==> config.mk <==
export PLATFORM = sky130hd
export DESIGN_NAME = input_event_decoder
export DESIGN_NICKNAME = d
export VERILOG_FILES = /design/src/rtl/input_event_decoder.sv
export SDC_FILE = /design/constraint.sdc
export NUM_CORES = 1
export LEC_CHECK = 0
export BUFFER_PORTS_ARGS = -buffer_cell sky130_fd_sc_hd__clkbuf_2
export CORE_ASPECT_RATIO = 1.75
export CORE_MARGIN = 2
export CORE_UTILIZATION = 57
export CTS_BUF_LIST = sky130_fd_sc_hd__clkbuf_4
export CTS_CLUSTER_SIZE = 25
export DETAILED_ROUTE_END_ITERATION = 10
export MAX_ROUTING_LAYER = met4
export PLACE_DENSITY = 0.74
export RECOVER_POWER = 50
export SYNTH_ARGS = -nofsm -noshare
export SYNTH_HDL_FRONTEND = slang
export SYNTH_SLANG_ARGS = --single-unit
==> constraint.sdc <==
create_clock -name Clock -period 5.7 [get_ports Clock]
set_clock_uncertainty 0.1 [all_clocks]
set_input_delay 0.285 -clock Clock [delete_from_list [all_inputs] [get_ports Clock]]
set_output_delay 0.285 -clock Clock [all_outputs]
set_load 0.005 [all_outputs]
==> src/rtl/input_event_decoder.sv <==
// Debounces the starter-board buttons and filters the rotary encoder into event codes, which are
// arbitrated and queued in a show-ahead FIFO. Define INPUT_ROTARY_EN to build the rotary filter.
module input_event_decoder #(
  parameter int DEBOUNCE_CYCLES = 500000,
  parameter int CNT_W           = 19,
  parameter int FIFO_DEPTH      = 4
) (
  input  logic       Clock,
  input  logic       Reset,
  input  logic       BTN_NORTH,
  input  logic       BTN_SOUTH,
  input  logic       BTN_EAST,
  input  logic       BTN_WEST,
  input  logic       ROT_CENTER,
  input  logic       ROT_A,
  input  logic       ROT_B,
  input  logic       iEventRead,
  input  logic       iClearOverflow,
  output logic       oEventValid,
  output logic [3:0] oEventCode,
  output logic       oOverflow
);

  localparam int NBTN  = 5;
  localparam int NCODE = 7;
  localparam int AW    = $clog2(FIFO_DEPTH);
  localparam int CW    = AW + 1;

  localparam logic [CNT_W-1:0] CNT_ZERO   = CNT_W'(0);
  localparam logic [CNT_W-1:0] CNT_ONE    = CNT_W'(1);
  localparam logic [CNT_W-1:0] CNT_LAST   = CNT_W'(DEBOUNCE_CYCLES - 1);
  localparam logic [AW-1:0]    PTR_ZERO   = AW'(0);
  localparam logic [AW-1:0]    PTR_ONE    = AW'(1);
  localparam logic [CW-1:0]    COUNT_ZERO = CW'(0);
  localparam logic [CW-1:0]    COUNT_ONE  = CW'(1);
  localparam logic [CW-1:0]    DEPTH      = CW'(FIFO_DEPTH);

  // Map a one-hot grant (bit 0 = code 1) onto its 3-bit event code
  function automatic logic [2:0] grant_code(input logic [NCODE-1:0] oh);
    case (oh)
      7'b000_0001: grant_code = 3'd1;
      7'b000_0010: grant_code = 3'd2;
      7'b000_0100: grant_code = 3'd3;
      7'b000_1000: grant_code = 3'd4;
      7'b001_0000: grant_code = 3'd5;
      7'b010_0000: grant_code = 3'd6;
      7'b100_0000: grant_code = 3'd7;
      default:     grant_code = 3'd0;
    endcase
  endfunction

  logic [NBTN-1:0]  btn_raw_s;
  logic [NBTN-1:0]  btn_meta_r;
  logic [NBTN-1:0]  btn_sync_r;
  logic [NBTN-1:0]  stable_r;
  logic [NBTN-1:0]  press_r;
  logic [CNT_W-1:0] cnt_r [NBTN];

  logic [1:0]       rot_ev_s;
  logic [NCODE-1:0] ev_s;
  logic [NCODE-1:0] pending_r;
  logic [NCODE-1:0] pending_next_s;
  logic [NCODE-1:0] grant_s;
  logic [2:0]       push_code_s;
  logic             push_s;
  logic             pop_s;
  logic             full_s;
  logic             wr_en_s;
  logic             ev_drop_s;
  logic             fifo_drop_s;
  logic             ovf_set_s;

  logic [2:0]       mem_r [FIFO_DEPTH];
  logic [AW-1:0]    wr_ptr_r;
  logic [AW-1:0]    rd_ptr_r;
  logic [CW-1:0]    count_r;
  logic             ovf_r;

  // Bit i of the button vector corresponds to event code i+1
  assign btn_raw_s = {ROT_CENTER, BTN_WEST, BTN_EAST, BTN_SOUTH, BTN_NORTH};

  // Two-stage synchronizers for the raw buttons
  always_ff @(posedge Clock or posedge Reset) begin
    if (Reset) begin
      btn_meta_r <= {NBTN{1'b0}};
      btn_sync_r <= {NBTN{1'b0}};
    end else begin
      btn_meta_r <= btn_raw_s;
      btn_sync_r <= btn_meta_r;
    end
  end

  // Debounce counters, stable levels and one-cycle press strobes
  always_ff @(posedge Clock or posedge Reset) begin
    if (Reset) begin
      for (int i = 0; i < NBTN; i++) begin
        cnt_r[i] <= CNT_ZERO;
      end
      stable_r <= {NBTN{1'b0}};
      press_r  <= {NBTN{1'b0}};
    end else begin
      for (int i = 0; i < NBTN; i++) begin
        if (btn_sync_r[i] == stable_r[i]) begin
          cnt_r[i]   <= CNT_ZERO;
          press_r[i] <= 1'b0;
        end else if (cnt_r[i] == CNT_LAST) begin
          // The level has disagreed for a full debounce window: accept it
          stable_r[i] <= btn_sync_r[i];
          cnt_r[i]    <= CNT_ZERO;
          press_r[i]  <= btn_sync_r[i];
        end else begin
          cnt_r[i]   <= cnt_r[i] + CNT_ONE;
          press_r[i] <= 1'b0;
        end
      end
    end
  end

`ifdef INPUT_ROTARY_EN
  logic [1:0] rot_meta_r;
  logic [1:0] rot_sync_r;
  logic       q1_r;
  logic       q1_d_r;
  logic       q2_r;

  // Rotary synchronizers and quadrature filter; rot_sync_r is {B, A}
  always_ff @(posedge Clock or posedge Reset) begin
    if (Reset) begin
      rot_meta_r <= 2'b00;
      rot_sync_r <= 2'b00;
      q1_r       <= 1'b0;
      q1_d_r     <= 1'b0;
      q2_r       <= 1'b0;
    end else begin
      rot_meta_r <= {ROT_B, ROT_A};
      rot_sync_r <= rot_meta_r;
      q1_d_r     <= q1_r;
      case (rot_sync_r)
        2'b11:   q1_r <= 1'b1;
        2'b00:   q1_r <= 1'b0;
        2'b10:   q2_r <= 1'b1;
        2'b01:   q2_r <= 1'b0;
        default: q1_r <= q1_r;
      endcase
    end
  end

  // A q1 rising edge is one detent; q2 gives the direction (bit 1 = CCW, bit 0 = CW)
  assign rot_ev_s = {q1_r & ~q1_d_r & q2_r, q1_r & ~q1_d_r & ~q2_r};
`else
  logic unused_rot_s;

  assign unused_rot_s = ROT_A ^ ROT_B;
  assign rot_ev_s     = 2'b00;
`endif

  assign ev_s = {rot_ev_s, press_r};

  // Lowest-code arbitration, pending-flag next state, FIFO handshake and drop detection
  always_comb begin
    grant_s        = pending_r & (~pending_r + 7'b000_0001);
    push_s         = |pending_r;
    push_code_s    = grant_code(grant_s);
    ev_drop_s      = |(ev_s & pending_r);
    pending_next_s = (pending_r & ~grant_s) | (ev_s & ~pending_r);
    pop_s          = iEventRead & (count_r != COUNT_ZERO);
    full_s         = (count_r == DEPTH);
    wr_en_s        = push_s & (~full_s | pop_s);
    fifo_drop_s    = push_s & full_s & ~pop_s;
    ovf_set_s      = ev_drop_s | fifo_drop_s;
  end

  // Pending flags and the sticky overflow flag (a new drop beats a clear)
  always_ff @(posedge Clock or posedge Reset) begin
    if (Reset) begin
      pending_r <= {NCODE{1'b0}};
      ovf_r     <= 1'b0;
    end else begin
      pending_r <= pending_next_s;
      if (ovf_set_s) begin
        ovf_r <= 1'b1;
      end else if (iClearOverflow) begin
        ovf_r <= 1'b0;
      end else begin
        ovf_r <= ovf_r;
      end
    end
  end

  // FIFO storage, pointers and occupancy; pointers wrap naturally at the power-of-2 depth
  always_ff @(posedge Clock or posedge Reset) begin
    if (Reset) begin
      for (int i = 0; i < FIFO_DEPTH; i++) begin
        mem_r[i] <= 3'd0;
      end
      wr_ptr_r <= PTR_ZERO;
      rd_ptr_r <= PTR_ZERO;
      count_r  <= COUNT_ZERO;
    end else begin
      if (wr_en_s) begin
        mem_r[wr_ptr_r] <= push_code_s;
        wr_ptr_r        <= wr_ptr_r + PTR_ONE;
      end else begin
        wr_ptr_r <= wr_ptr_r;
      end
      if (pop_s) begin
        rd_ptr_r <= rd_ptr_r + PTR_ONE;
      end else begin
        rd_ptr_r <= rd_ptr_r;
      end
      case ({wr_en_s, pop_s})
        2'b10:   count_r <= count_r + COUNT_ONE;
        2'b01:   count_r <= count_r - COUNT_ONE;
        default: count_r <= count_r;
      endcase
    end
  end

  assign oEventValid = (count_r != COUNT_ZERO);
  assign oEventCode  = oEventValid ? {1'b0, mem_r[rd_ptr_r]} : 4'b0000;
  assign oOverflow   = ovf_r;

endmodule

==> results.json <==
{
  "result_of_the_run": "complete, but fails checks",
  "violations_in_the_final_reports": "max-capacitance violations, max-slew violations",
  "synth.avg_cell_area_um2": 10.5,
  "synthTopCellsByArea": "sky130_fd_sc_hd__dfrtp_1, sky130_fd_sc_hd__xnor2_1, sky130_fd_sc_hd__nor2_1",
  "floorplan.io_pins": 17,
  "fmax_ghz": 0.307,
  "tritoncts_num_sinks": 142,
  "worst_setup_hold_path_clk_slew_ns": 0.12,
  "setup_violations": 0,
  "fillers": 970,
  "clock_tree.htree_level_count": 4,
  "critical_path.slowest_cell": "sky130_fd_sc_hd__clkinvlp_2",
  "whs_endpoint": "oOverflow$_DFFE_PP0P_",
  "grt_use_met3_pct": 5.14,
  "route.antenna.remaining_nets": 0,
  "detailedRoute.firstPassIterationCount": 4,
  "count_of_flip_flops_with_a_built_in_enable_after_synthesis": 0,
  "finalWirelength_mm": 12.0,
  "place.gp.congestion": 0.846,
  "route.vias.total": 4758,
  "drt_iter0_drc": 191,
  "gr-usage-all-layers_pct": 21.4,
  "cts_buffers": 17,
  "synth.lib_cells_used.distinct": 50,
  "layout.nets": 697,
  "globalRoute.totalOverflow": 0,
  "global_route.usage.met2_pct": 37.3,
  "reg2reg_setup_slack_ns": 2.95,
  "path_type_of_the_worst_setup_path": "in2async",
  "worstPathArrival_ns": 3.71,
  "power.ir.vdd_worst_mv": 0.204,
  "yosysWarningCount": 0,
  "route.detailed.wl_per_inst_um": 14.6,
  "period_share_pct": 57.2,
  "placeableCoreArea_mm2": 0.0116,
  "synth_top_area_share_pct": 52.7,
  "groute.layer.met1.usage_pct": 24.3,
  "avgViaCountPerCell": 5.78,
  "ff2ff_path_depth": 9,
  "tritoncts": "done",
  "report.final.slew_viol_count": 77,
  "antenna_found_initial": 0,
  "hold_slack_ns": 0.107,
  "ctsRootBufferMaster": "sky130_fd_sc_hd__clkbuf_4",
  "max_cap_violations": 1,
  "flow.area_growth_from_synthesis_pct": 8.69,
  "postSynthRegisterBits": 142,
  "powerDensity_mw_per_mm2": 261,
  "slew_headroom_pct": -115,
  "numPortBuffers": 13,
  "vias_in_the_first_global_route": 4900,
  "critical-path-max-stage-delay_ns": 1.79,
  "grt_first_pass_wirelength_mm": 21.6,
  "layout_common_cells": "sky130_fd_sc_hd__dfrtp_1, sky130_fd_sc_hd__nor2_1, sky130_fd_sc_hd__xnor2_1",
  "post_synth_instance_area_mm2": 0.00674,
  "timing.hold.worst.class": "in2reg",
  "postCtsResizedCells": 0,
  "sequential_cell_area_mm2": 0.00355,
  "crit-reg2reg-launch": "pending_r[1]$_DFF_PP0_",
  "critical_path_required_ns": 6.15,
  "timing_worst_slew_pin_value_ns": 3.20,
  "drive_above_1_share_pct": 11.3,
  "dpl_worst_slack_ns": 2.98,
  "critical_path.endpoint_type": "async pin",
  "critical_path.reg2reg.endpoint": "count_r[2]$_DFFE_PP0P_",
  "die_area_mm2": 0.0127,
  "timing_hold_violations_final": 0,
  "netlist.top_cell.by_area": "sky130_fd_sc_hd__dfrtp_1",
  "antennaDiodeCount": 0,
  "overall_die_height_um": 148,
  "finalNonFillerCells": 823,
  "max-clock-path-buffers": 2,
  "synth.yosys.seq_area_share_pct": 52.7,
  "crit_path_cell_trace": "dlygate4sd3_1 -> clkbuf_2 -> clkinvlp_2 -> buf_4",
  "synth_top_flop_cell": "sky130_fd_sc_hd__dfrtp_1",
  "die_width_um": 86.2,
  "worstSkewPairLatency_ns": 0.52,
  "synthCells": 643,
  "initial_utilization_pct": 58.2,
  "timing.critical_path.fanout_max": 76,
  "final_worst_path_period_need_ns": 3.26,
  "pin_count_of_the_biggest_net_entering_global_routing": 77,
  "worst_hold_depth": 4,
  "leakagePower_nw": 2.98,
  "worst_slack_ns": 2.44,
  "drc_errors": 0,
  "async_flop_share_pct": 100,
  "place.detailed.hpwl_mm": 8.40,
  "layout.cells.most_common": "sky130_fd_sc_hd__dfrtp_1",
  "grt_most_used_layer": "met2",
  "number_of_placed_instances_with_taps_included": 784,
  "rsz0062_at_grt": "false",
  "postSynthNetCount": 665,
  "start_kind": "primary input",
  "total_area_of_multi_input_combinational_cells_mm2": 0.00300,
  "num_rows": 52,
  "setup_total_negative_slack_ns": 0,
  "worstHoldStart": "iClearOverflow"
}
through the flow:
step | power (mW) | instance area, um^2 | util (%)
after floorplan | 1.19 | 6740 | -
after global placement | 1.21 | 6940 | 59.9
after detailed placement | 1.22 | 6940 | 59.9
after CTS | 1.94 | 7330 | 63.3
after global routing | 2.00 | 7320 | 63.2
final | 1.91 | 7320 | 63.2
repair_timing:
item,4_1_cts,5_1_grt
endpoints found under the setup margin,0,0
hold endpoints to repair,81,0
hold buffers,7,0
buffers inserted,0,0
final cells by class:
cell class | count | share of cell area, %
well taps | 135 | 2.31
multi-input cells | 458 | 41.0
inverters | 34 | 1.76
clock inverters | 15 | 2.63
clock buffers | 17 | 1.74
flip-flops and latches | 142 | 48.5
repair buffers | 22 | 2.03
cells in the mapped netlist (2+ instances only):
master,number
sky130_fd_sc_hd__dfrtp_1,142
sky130_fd_sc_hd__nor2_1,101
sky130_fd_sc_hd__xnor2_1,68
sky130_fd_sc_hd__inv_1,34
sky130_fd_sc_hd__nand3_1,33
sky130_fd_sc_hd__nand2_1,32
sky130_fd_sc_hd__nand4_1,24
sky130_fd_sc_hd__nor3_1,24
sky130_fd_sc_hd__nor4_1,22
sky130_fd_sc_hd__a21oi_1,19
sky130_fd_sc_hd__mux2_2,18
sky130_fd_sc_hd__xor2_1,14
sky130_fd_sc_hd__or4_1,13
sky130_fd_sc_hd__ha_1,10
sky130_fd_sc_hd__o21ai_0,10
sky130_fd_sc_hd__and2_1,9
sky130_fd_sc_hd__or3_1,6
sky130_fd_sc_hd__clkbuf_1,5
sky130_fd_sc_hd__and3b_1,4
sky130_fd_sc_hd__mux2i_1,4
sky130_fd_sc_hd__o31ai_1,4
sky130_fd_sc_hd__or2_2,4
sky130_fd_sc_hd__mux4_2,3
sky130_fd_sc_hd__nor4b_1,3
sky130_fd_sc_hd__a21boi_0,2
sky130_fd_sc_hd__a31oi_1,2
sky130_fd_sc_hd__and4b_1,2
sky130_fd_sc_hd__buf_6,2
sky130_fd_sc_hd__nand3b_1,2
sky130_fd_sc_hd__nand4_2,2
sky130_fd_sc_hd__nor4bb_1,2
sky130_fd_sc_hd__o21ai_4,2
sky130_fd_sc_hd__or4_4,2
sky130_fd_sc_hd__or4b_1,2
sky130_fd_sc_hd__or4bb_1,2
cells by family (layout without fill, tap and decap cells):
kind of cell,after synthesis,count (layout),share of synthesized area (%)
flip-flops,142,142,52.7
AND/OR/NAND/NOR,294,294,22.8
multiplexers,25,25,4.61
other,1,1,0.0557
buffers and inverters,43,88,2.69
XOR/XNOR,82,82,10.7
adder cells (fa/ha/maj),11,11,2.15
AO/OA/AOI/OAI,45,45,4.29
routing by layer:
layer | part of all wire (%) | routed length (um)
met5 | 0 | 0
met4 | 1.7 | 203
met3 | 2.6 | 318
met2 | 55 | 6600
met1 | 41 | 4930
flip-flops by register name (all words and copies together), names as in the netlist, 2 cells and up:
signal and count:
mem_r 12, btn_sync_r 5, btn_meta_r 5, press_r 5, pending_r 7, count_r 3, rd_ptr_r 2, stable_r 5
wr_ptr_r 2, cnt_r 95
worst max-delay path: cells and delay by family:
kind	cells	cell delay (ns)
buffers and inverters	4	3.34
power by group:
part | switching, mW | leakage (nW) | internal [mW]
sequential | 0.0377 | 1.94 | 1.04
combinational | 0.0692 | 0.879 | 0.0555
clock | 0.363 | 0.166 | 0.346
total | 0.470 | 2.98 | 1.44
worst max-delay path by stage:
stage                                 from  cells after the start                 endpoint  slack (ns)
global placement    pending_r[1]$_DFF_PP0_                      9   count_r[2]$_DFFE_PP0P_        3.01
finish                               Reset                      4      cnt_r[94]$_DFF_PP0_        2.44
floorplan                            Reset                      1  btn_meta_r[0]$_DFF_PP0_        1.51
global route                         Reset                      4  stable_r[0]$_DFFE_PP0P_        1.80
detailed placement  pending_r[0]$_DFF_PP0_                      9   count_r[2]$_DFFE_PP0P_        2.98
CTS                 pending_r[1]$_DFF_PP0_                      9   count_r[2]$_DFFE_PP0P_        2.94
No activity file was read; power rests on OpenSTA's default activity.
